--- src/rtl/serial_sub_ctrl_pkg.sv ---
// Shared types and constants for the bit-serial subtractor slice.
package sub_pkg;

    localparam int unsigned DEFAULT_SUB_WIDTH = 8;

    typedef enum logic [1:0] {
        IDLE = 2'b00,
        RUN  = 2'b01,
        DONE = 2'b10
    } state_e;

endpackage

--- src/rtl/serial_sub_ctrl_if.sv ---
// Start/operand request and result bundle between a requester and serial_sub_ctrl.
interface serial_sub_ctrl_if
    import sub_pkg::*;
#(
    parameter int unsigned WIDTH = DEFAULT_SUB_WIDTH
) ();

    logic             start;
    logic [WIDTH-1:0] a;
    logic [WIDTH-1:0] b;
    logic             busy;
    logic             done;
    logic [WIDTH-1:0] diff;
    logic             borrow;

    modport master (
        output start, a, b,
        input  busy, done, diff, borrow
    );

    modport slave (
        input  start, a, b,
        output busy, done, diff, borrow
    );

endinterface

--- src/rtl/serial_sub_ctrl_full_sub_bit.sv ---
// 1-bit full subtractor cell assembled from two half subtractors.
module hs (
    input  logic a_i,
    input  logic b_i,
    output logic d_o,
    output logic b_o
);

    assign d_o = a_i ^ b_i;
    assign b_o = ~a_i & b_i;

endmodule

module full_sub_bit (
    input  logic ai,
    input  logic bi,
    input  logic bin,
    output logic d,
    output logic bo
);

    logic d1;
    logic borrow1;
    logic borrow2;

    hs u_hs0 (.a_i(ai), .b_i(bi),  .d_o(d1), .b_o(borrow1));
    hs u_hs1 (.a_i(d1), .b_i(bin), .d_o(d),  .b_o(borrow2));

    assign bo = borrow1 | borrow2;

endmodule

--- src/rtl/serial_sub_ctrl.sv ---
// Sequences one full_sub_bit cell over WIDTH bits, LSB first, one bit per clock.
module serial_sub_ctrl
    import sub_pkg::*;
#(
    parameter int unsigned WIDTH = DEFAULT_SUB_WIDTH
) (
    input  logic            clk,
    input  logic            rst_n,
    serial_sub_ctrl_if.slave bus
);

    localparam int unsigned      CNT_W = $clog2(WIDTH + 1);
    localparam logic [CNT_W-1:0] LAST  = CNT_W'(WIDTH - 1);

    state_e           state_q, state_d;
    logic [WIDTH-1:0] a_q, a_d;
    logic [WIDTH-1:0] b_q, b_d;
    logic [WIDTH-1:0] diff_q, diff_d;
    logic [CNT_W-1:0] cnt_q, cnt_d;
    logic             brw_q, brw_d;
    logic             borrow_q, borrow_d;
    logic             cell_d;
    logic             cell_bo;

    full_sub_bit u_cell (
        .ai  (a_q[0]),
        .bi  (b_q[0]),
        .bin (brw_q),
        .d   (cell_d),
        .bo  (cell_bo)
    );

    always_comb begin
        state_d  = state_q;
        a_d      = a_q;
        b_d      = b_q;
        diff_d   = diff_q;
        cnt_d    = cnt_q;
        brw_d    = brw_q;
        borrow_d = borrow_q;
        case (state_q)
            IDLE: begin
                if (bus.start) begin
                    a_d     = bus.a;
                    b_d     = bus.b;
                    brw_d   = 1'b0;
                    cnt_d   = '0;
                    state_d = RUN;
                end
            end
            RUN: begin
                a_d    = a_q >> 1;
                b_d    = b_q >> 1;
                // New bit enters at the MSB so diff is aligned after WIDTH steps.
                diff_d = (diff_q >> 1) | (WIDTH'(cell_d) << (WIDTH - 1));
                brw_d  = cell_bo;
                cnt_d  = cnt_q + 1'b1;
                if (cnt_q == LAST) begin
                    state_d  = DONE;
                    borrow_d = cell_bo;
                end
            end
            DONE:    state_d = IDLE;
            default: state_d = IDLE;
        endcase
    end

    always_ff @(posedge clk or negedge rst_n) begin
        if (!rst_n) begin
            state_q  <= IDLE;
            a_q      <= '0;
            b_q      <= '0;
            diff_q   <= '0;
            cnt_q    <= '0;
            brw_q    <= 1'b0;
            borrow_q <= 1'b0;
        end else begin
            state_q  <= state_d;
            a_q      <= a_d;
            b_q      <= b_d;
            diff_q   <= diff_d;
            cnt_q    <= cnt_d;
            brw_q    <= brw_d;
            borrow_q <= borrow_d;
        end
    end

    assign bus.busy   = (state_q == RUN);
    assign bus.done   = (state_q == DONE);
    assign bus.diff   = diff_q;
    assign bus.borrow = borrow_q;

endmodule

--- src/flat_wrapper.sv ---
// flat-port wrapper written by rule: the top's interface ports become plain ports
module serial_sub_ctrl_flat import sub_pkg::*;
#(
    parameter int unsigned WIDTH = DEFAULT_SUB_WIDTH
)
  (clk, rst_n, bus_start, bus_a, bus_b, bus_busy, bus_done, bus_diff, bus_borrow);
  serial_sub_ctrl_if #(.WIDTH(WIDTH)) bus_i ();
  input  logic clk;
  input  logic rst_n;
  input wire logic [$bits(bus_i.start)-1:0] bus_start;
  input wire logic [$bits(bus_i.a)-1:0] bus_a;
  input wire logic [$bits(bus_i.b)-1:0] bus_b;
  output wire logic [$bits(bus_i.busy)-1:0] bus_busy;
  output wire logic [$bits(bus_i.done)-1:0] bus_done;
  output wire logic [$bits(bus_i.diff)-1:0] bus_diff;
  output wire logic [$bits(bus_i.borrow)-1:0] bus_borrow;
  assign bus_i.start = bus_start;
  assign bus_i.a = bus_a;
  assign bus_i.b = bus_b;
  assign bus_busy = bus_i.busy;
  assign bus_done = bus_i.done;
  assign bus_diff = bus_i.diff;
  assign bus_borrow = bus_i.borrow;
  serial_sub_ctrl #(.WIDTH(WIDTH)) u_core (.clk(clk), .rst_n(rst_n), .bus(bus_i));
endmodule
--- config.mk ---
export PLATFORM = sky130hd
export DESIGN_NAME = serial_sub_ctrl_flat
export DESIGN_NICKNAME = d
export VERILOG_FILES = /design/src/rtl/serial_sub_ctrl_pkg.sv /design/src/rtl/serial_sub_ctrl_if.sv /design/src/rtl/serial_sub_ctrl_full_sub_bit.sv /design/src/rtl/serial_sub_ctrl.sv /design/src/flat_wrapper.sv
export SDC_FILE = /design/constraint.sdc
export NUM_CORES = 1
export LEC_CHECK = 0
export CAP_MARGIN = 5
export CORE_UTILIZATION = 54
export DETAILED_ROUTE_END_ITERATION = 8
export GPL_TIMING_DRIVEN = 0
export PLACE_DENSITY = 0.83
export SETUP_SLACK_MARGIN = 0.5
export SLEW_MARGIN = 15
export SYNTH_ARGS = -nofsm -noshare
export SYNTH_HDL_FRONTEND = slang
export SYNTH_HIERARCHICAL = 1
export SYNTH_SLANG_ARGS = --single-unit
--- constraint.sdc ---
create_clock -name clk -period 2.3 [get_ports clk]
set_input_delay 0.69 -clock clk [delete_from_list [all_inputs] [get_ports clk]]
set_output_delay 0.69 -clock clk [all_outputs]
set_load 0.05 [all_outputs]
; Yosys cells after proc, flatten, opt, wreduce, memory -nomap -nowiden
; Cells that the tools add are included.
[word_totals]
out_inout_bits = 11
input_bits = 19
reg_bits = 32
[op_classes]
bitwise_logic = 8
add_sub_neg = 1
eq_ne = 5
reduce_logical = 5
muxes = 11
[op_table]
columns = op, n
row1 = 8-bit case mux with 2 select lines, 2
row2 = 8-bit 2-to-1 mux, 2
row3 = 7-bit by 8-bit OR with 8-bit output, 1
row4 = 4-bit case mux with 2 select lines, 1
row5 = 2-bit AND reduction, 3
row6 = "4-bit by 1-bit adder with 4-bit output, second input constant", 1
row7 = "4-bit by 3-bit equality test with 1-bit output, second input constant", 1
row8 = 2-bit 2-to-1 mux, 2
row9 = 4-bit 2-to-1 mux, 1
row10 = 2-bit case mux with 2 select lines, 1
row11 = 1-bit bitwise AND, 2
row12 = "2-bit by 1-bit equality test with 1-bit output, second input constant", 1
row13 = "2-bit equality test, second input constant", 1
row14 = 2-bit logical NOT, 1
row15 = "2-bit by 1-bit inequality test with 1-bit output, second input constant", 1
row16 = "2-bit inequality test, second input constant", 1
row17 = 1-bit NOT, 2
row18 = 1-bit case mux with 2 select lines, 1
row19 = 2-bit nonzero test, 1
row20 = 1-bit bitwise XOR, 2
row21 = 1-bit 2-to-1 mux, 1
row22 = 1-bit OR, 1

; Logic depth before layout (Yosys ltp)
; Gate-level depths: netlist of run 1.
[depth]
ltp_word = 5
ltp_mapped = 8

; By module
; The synthesis of run 1 kept the hierarchy.
[modules_own_cells]
columns = module, n_inst, cells_each, area_per_inst_um2
row1 = serial_sub_ctrl, 1, 152, 1470.2
row2 = hs, 2, 3, 20.0
row3 = full_sub_bit, 1, 1, 6.3

; Worst setup path before layout of run 1
; No wires, ideal clock.
[synth_path]
kind = register to output
startpoint = register u_core.state_q[1]
endpoint = output port bus_done
slack_ns = 0.192
path_buffers = 2
t_required_ns = 1.610
path_stages_with_launch = 4
arrival_ns = 1.418
cell_sequence = dfrtp_1 -> buf_2 -> buf_2 -> nor2b_1
[synth_between]
elab_chain_cells = 1
[synth_lines]
columns = item, line_no
row1 = from (decl), serial_sub_ctrl.sv:15  ; state_e state_q, state_d;
row2 = from (signal assigned), serial_sub_ctrl.sv:78  ; state_q <= state_d;
row3 = 2-bit equality test, serial_sub_ctrl.sv:89  ; assign bus.done = (state_q == DONE);
row4 = to (decl), flat_wrapper.sv:14  ; output wire logic [$bits(bus_i.done)-1:0] bus_done;
; Every way passes these cells.

; Worst setup path after layout of run 1
; Ends and elaborated chain as after synthesis.

==> results of run 1 <==
registers in the layout, summed over array words and instances, names as in the netlist:
signal and cells:
u_core/a_q 8, u_core/b_q 8, u_core/bus.diff 8, u_core/cnt_q 4
u_core/state_q 2, u_core/brw_q 1, u_core/bus.borrow 1
placed cells by master (no fill, tap or decap), types with 4 or more instances in the layout:
cell / netlist / final
dfrtp_1: 32 / 32
nand2_1: 30 / 30
a21oi_1: 17 / 17
clkdlybuf4s50_1: 0 / 16
nor2b_1: 16 / 15
a22oi_1: 13 / 13
o21ai_1: 13 / 13
buf_2: 5 / 11
buf_4: 1 / 9
clkbuf_4: 0 / 5
o21ai_0: 4 / 4
inv_1: 4 / 4
power breakdown:
part / internal (mW) / switching [mW]
Combinational: 0.616 / 0.922
Clock: 0.173 / 0.185
Sequential: 0.796 / 0.180
logic make-up (layout without fill, tap and decap cells):
family          Yosys count  in the layout  synth area share
fa+ha+maj                 3              3            0.0248
compound gates           51             51             0.199
buf+inv                  14             58            0.0462
mux                       2              2            0.0149
simple gates             57             57             0.187
flops                    32             32             0.528
worst paths after layout:
check	to	startpoint	slack [ps]	cells after the start
hold reg to reg	u_core/bus.diff[0]	u_core/bus.diff[0]	490	2
hold / removal	u_core/b_q[4]	rst_n	390	1
setup / recovery	bus_done	u_core/state_q[1]	370	4
max in group asynchronous	u_core/bus.diff[7]	rst_n	1450	1
min in group clk	u_core/bus.diff[0]	u_core/bus.diff[0]	490	2
setup reg to reg	u_core/bus.borrow	u_core/a_q[0]	650	7
cell type report:
cell class                 instances  area (µm²)  share of cell area
sequential                        32         801               0.404
multi-input combinational        113         658               0.332
timing repair buffer              37         314               0.158
buffer                             9        83.8              0.0423
clock buffer                       7        65.1              0.0328
tap                               30        37.5              0.0189
inverter                           5        23.8              0.0120
stage by stage:
stage,TNS [ps],util,instances,instance area (µm²),hold WS (ps)
2_1_floorplan,0,-,159,1520,394
3_3_place_gp,-659,0.721,218,1850,468
3_5_place_dp,-312,0.719,218,1850,469
4_1_cts,0,0.782,230,2010,416
5_1_grt,0,0.772,233,1980,441
6_report,0,0.772,233,1980,390
what timing repair did:
action | in CTS | in global routing
setup endpoints to repair | 13 | 11
setup buffers | 5 | 3
resized for setup | 56 | 18
routing by layer:
metal / track usage / vias up
met4: 0.150 / 0
met3: 0.0710 / 7
met5: 0 / -
met2: 0.458 / 69
li1: - / 636
met1: 0.335 / 636
==> summary.txt, run 1 <==
Worst setup path
  – Top delay family on crit path: flip-flops
  – CP Launch Type: flip-flop
  – Worst path arrival time: ~1200 ps
  – CP Cell Sequence: buf_6 > buf_6 > nor2b_4 > buf_8
  – Largest stage delay on the critical path: around 420 ps
  – CP Capture Type: output pin
  – Critical Path RT: 1610 ps
  – WP buf/inv: 3
  – Setup CP Type: reg2out
  – Critical Path Fanout Max: 3
  – CP most frequent cell: buf_6
  – Slowest CP cell: dfrtp_1

CTS
  – Clk buf depth: 2
  – CTS tree: done
  – Worst-path clk slew: 100 ps
  – Clk root buf: clkbuf_4
  – Skew-Pair Late Insertion Delay: between 300 and 400 ps
  – Num CTS Buffers: 5
  – Hold_buf cts: 0
  – CTS Sinks: 32
  – CTS H-tree lvls: 2

Synth
  – Post-synth top cells: dfrtp_1, nand2_1, a21oi_1, nor2b_1
  – Yosys Warn Count: 6
  – Post-synthesis area per instance: between 9 and 10 µm²
  – Largest cells by area after synthesis: dfrtp_1, nand2_1, nor2b_1, a22oi_1, a21oi_1
  – Count leader, synth: dfrtp_1
  – Ys flop type: dfrtp_1
  – Number of synthesized register bits: 32
  – Top cell type's share of synthesized area: 0.528
  – Register area share after synthesis: 0.528
  – Ys async rst share: 1.00
  – Cell taking the most area after synthesis: dfrtp_1
  – Post-Syn Nets: 181
  – EDFF count, synth: 0
  – Syn Std Cell Area: roughly 1500 µm²
  – Unique cell type count in the Yosys netlist: 26
  – Cells after synthesis: roughly 160

Detailed routing
  – Routed WL per cell: approximately 16 µm
  – M1 WL: around 1.5 mm
  – Met2 wire length: approximately 1.8 mm
  – Residual DRC: 0
  – Initial DRC Count: between 50 and 60
  – First-pass DRT Iterations: 4
  – WL final: about 3.7 mm
  – Met3 wire len: between 300 and 400 µm
  – ANT nets after route: 0
  – Max Used Layer: met4
  – Vias per cell: 5.79
  – Vias: between 1k and 1.5k

Global routing
  – Initial antenna violation count: 0
  – GRT Util Overall: 0.279
  – First-pass GRT wire length: about 5.8 mm
  – Pin count of the biggest net entering global routing: 33
  – Vias in the first global route: between 1k and 1.5k
  – Global route overflow: 0

Placement
  – Gpl congestion: 0.730
  – DP HPWL: 2.44 mm
  – Worst slack at placement: -157 ps
  – IO Port Bufs: 29

Power
  – PwrDens: about 1400 nW/µm²
  – Tot Pwr: 2.87 mW
  – Static leakage: approximately 0.94 nW
  – Worst IR Drop VDD: about 1100 µV

Timing
  – Worst clock skew: around 11 ps
  – F_max: between 500 and 600 MHz
  – Setup violators final: 0
  – Relative slew slack: 0.533
  – RSZ-0062 raised after global routing: yes
  – Hold Vio Cnt, Final: 0
  – Number of max-slew violations in the final report: 0
  – Post-route setup slack: about 370 ps
  – Final Critical Period: between 1500 and 2000 ps
  – Final Cycle Share: 0.841
  – Actual slew at the worst max-slew pin: between 700 and 800 ps

Die
  – Core Area: roughly 2600 µm²
  – FP Rows: 18
  – Die W: roughly 55 µm
  – Die Y: roughly 55 µm
  – Area of the die: roughly 3000 µm²
  – Initial core utilization: 0.591
  – Boundary Pins: 30

Outcome
  – Status: finished clean

Job
  – Max cap viols: 0

Finish
  – Fillers: around 190
  – Layout overhead on the synthesized area: 30.8%
  – Final net count: approximately 230
  – Antenna cells: 0
  – Share of cells above drive strength 1: 0.202

Hold path
  – Hold Path Class: in2async
No activity file was read; power rests on OpenSTA's default activity.
==> run 2: changes to the inputs <==
--- a/config.mk
+++ b/config.mk
@@ -6,10 +6,10 @@
 export NUM_CORES = 1
 export LEC_CHECK = 0
 export CAP_MARGIN = 5
-export CORE_UTILIZATION = 54
+export CORE_UTILIZATION = 50
 export DETAILED_ROUTE_END_ITERATION = 8
 export GPL_TIMING_DRIVEN = 0
-export PLACE_DENSITY = 0.83
+export PLACE_DENSITY = 0.78
 export SETUP_SLACK_MARGIN = 0.5
 export SLEW_MARGIN = 15
 export SYNTH_ARGS = -nofsm -noshare
==> constraint.sdc (replaced) <==
create_clock -name clk -period 1.85 [get_ports clk]
set_input_delay 0.555 -clock clk [delete_from_list [all_inputs] [get_ports clk]]
set_output_delay 0.555 -clock clk [all_outputs]
set_load 0.05 [all_outputs]
==> run 2 against run 1 <==
Compared with the run above: the flow now finishes with violations (design-rule violations); setup slack worse by 310 ps; non-clock buffer count up 11; register-to-register slack worse by 340 ps.
==> summary.txt, run 2 (synthesized netlist as in run 1, its figures left out) <==
Finish
  – Commonest non-fill, non-tap cell in the layout: dfrtp_1
  – Fillers: 201 (+6.9%)
  – Most frequent cells in the layout: dfrtp_1, nand2_1, buf_4
  – Share of cells above drive strength 1: 0.293 (+0.0911)
  – Area of the multi-input gates: 711 µm² (+8.0%)
  – FF/Latch Area: 802 µm² (+0.16%)
  – Final net count: 236 (+4.9%)
  – Antenna cells: 0 (unchanged)
  – Layout overhead on the synthesized area: 43.2%
  – Non-filler cells, final: 246 (+5.6%)

Die
  – Die Y: 57.1 µm (+3.8%)
  – Boundary Pins: 30 (unchanged)
  – Core Area: 2810 µm² (+9.3%)
  – Initial core utilization: 0.541 (-0.0501)
  – Area of the die: 3260 µm² (+7.7%)
  – FP Rows: 19 (+1)
  – Die W: 57.1 µm (+3.8%)

Worst setup path
  – Largest stage delay on the critical path: 420 ps (about the same)
  – CP most frequent cell: buf_6
  – R2R Setup Slk: 310 ps (-340 ps)
  – Critical Path RT: 1290 ps (-320 ps)
  – Worst path arrival time: 1240 ps (about the same)
  – CP Launch Type: flip-flop
  – Slowest CP cell: dfrtp_1
  – CP Capture Type: output pin
  – Critical Path Fanout Max: 3 (unchanged)
  – CP Cell Sequence: buf_6 > buf_6 > nor2b_4 > buf_8
  – Top delay family on crit path: flip-flops
  – WP buf/inv: 3 (unchanged)
  – Setup CP Type: reg2out

Power
  – Sequential power share: 0.311 (-0.029)
  – Sw frac: 0.424 (-0.0237)
  – Sw power: 1.70 mW (+32%)
  – Combinational fraction of design power: 0.585 (+0.050)
  – Static leakage: 1.02 nW (+8.4%)
  – PwrDens: 1840 nW/µm² (+27%)
  – Internal power: 2.30 mW (+45%)
  – Clock power frac: 0.104 (-0.021)
  – Worst IR Drop VDD: 1230 µV (+11%)

Detailed routing
  – ANT nets after route: 0 (unchanged)
  – Initial DRC Count: 69 (+25%)
  – Vias: 1378 (+2.2%)
  – WL final: 3.91 mm (+4.3%)
  – Routed WL per cell: 15.9 µm (-1.2%)
  – Residual DRC: 4 (+4)
  – First-pass DRT Iterations: 6 (+2)
  – Vias per cell: 5.60 (-3.2%)

Placement
  – IO Port Bufs: 29 (unchanged)
  – Gpl congestion: 0.786 (+7.7%)
  – Placed Cells incl. Taps: 219 (+0.46%)
  – DP HPWL: 2.41 mm (-1.0%)

Outcome
  – Status: finished, violations left
  – Failing checks: design-rule violations

Timing
  – Actual slew at the worst max-slew pin: 718 ps (+17.0 ps)
  – Hold Vio Cnt, Final: 0 (unchanged)
  – Final Cycle Share: 0.969
  – F_max: roughly 560 MHz
  – Setup TNS: 0 ps (unchanged)
  – Number of max-slew violations in the final report: 0 (unchanged)
  – Final Critical Period: between 1500 and 2000 ps
  – Relative slew slack: 0.521 (-0.0113)
  – RSZ-0062 raised after global routing: yes
  – Worst clock skew: 4.92 ps (-5.84 ps)
  – Setup violators final: 0 (unchanged)

Global routing
  – Global route overflow: 0 (unchanged)
  – Initial antenna violation count: 0 (unchanged)
  – Vias in the first global route: 1355 (+6.4%)
  – First-pass GRT wire length: 6.42 mm (+11%)
  – Pin count of the biggest net entering global routing: 33 (unchanged)
  – GRT Util Overall: 0.259 (-0.0200)

CTS
  – Num CTS Buffers: 5 (unchanged)
  – CTS tree: done
  – CTS Sinks: 32 (unchanged)
  – CTS H-tree lvls: 2 (unchanged)
  – Hold_buf cts: 0 (unchanged)
  – Worst-path clk slew: 90 ps (about the same)
  – Skew-Pair Late Insertion Delay: 320 ps (-20 ps)
  – Clk root buf: clkbuf_4
  – Clk buf depth: 2 (unchanged)

Job
  – Max cap viols: 0 (unchanged)

Hold path
  – Hold Path Class: in2async
## run 2: cell count changes in the layout (fill, tap and decap cells not counted), moves of 2 or more
cell      previous run  this run
buf_12               0         2
buf_2               11         2
buf_4                9        21
buf_6                3        12
buf_8                3         1
clkbuf_1             1         3
ha_1                 3         1
ha_4                 0         2
inv_1                4         1
inv_2                0         3
## run 2: power by group through the flow
stage | registers (mW) | clock network [mW] | logic [mW]
6_report | 1.25 | 0.417 | 2.34
5_1_grt | 1.28 | 0.466 | 2.52
4_1_cts | 1.23 | 0.435 | 2.13
3_5_place_dp | 1.22 | 0 | 1.79
3_3_place_gp | 1.20 | 0 | 1.74
2_1_floorplan | 1.48 | 0 | 1.00
## run 2: repair_timing
item,4_1_cts,5_1_grt
gates resized for setup,91,8
hold endpoints to repair,0,0
pin swaps,3,3
endpoints found under the setup margin,34,30
setup buffers,11,8
cloned,0,0
## run 2: cell type report
class,count,share of cell area
buffer,9,0.0421
clock buffer,8,0.0271
inverter,5,0.00979
multi-input combinational,113,0.327
sequential,32,0.369
tap,31,0.0179
timing repair buffer,48,0.207
## run 2: final timing paths
kind	start	endpoint	cells after the start
min in group clk	u_core/bus.diff[0]	u_core/bus.diff[0]	2
max in group asynchronous	rst_n	u_core/state_q[0]	1
worst min-delay path	rst_n	u_core/b_q[0]	1
worst max-delay path	u_core/state_q[1]	bus_done	4
worst min register to register	u_core/bus.diff[0]	u_core/bus.diff[0]	2
worst max register to register	u_core/a_q[0]	u_core/bus.borrow	7
## run 2: stage by stage
step | hold slack (ps) | area [µm²] | worst slack, ps | power (mW) | utilization
3_3_place_gp | 468 | 1890 | -350 | 2.95 | 0.674
4_1_cts | 294 | 2090 | 61.1 | 3.80 | 0.747
6_report | 277 | 2170 | 57.8 | 4.00 | 0.774
2_1_floorplan | 259 | 1560 | 391 | 2.48 | -
5_1_grt | 330 | 2170 | 18.0 | 4.27 | 0.774
3_5_place_dp | 466 | 1890 | -358 | 3.02 | 0.672
## run 2: per-layer routing
layer | global-route usage | routed length [µm] | vias to the layer above
met5 | 0 | 0 | -
met4 | 0.0592 | 42 | 0
met3 | 0.0658 | 236 | 4
met2 | 0.430 | 1980 | 43
met1 | 0.345 | 1640 | 672
li1 | - | - | 659
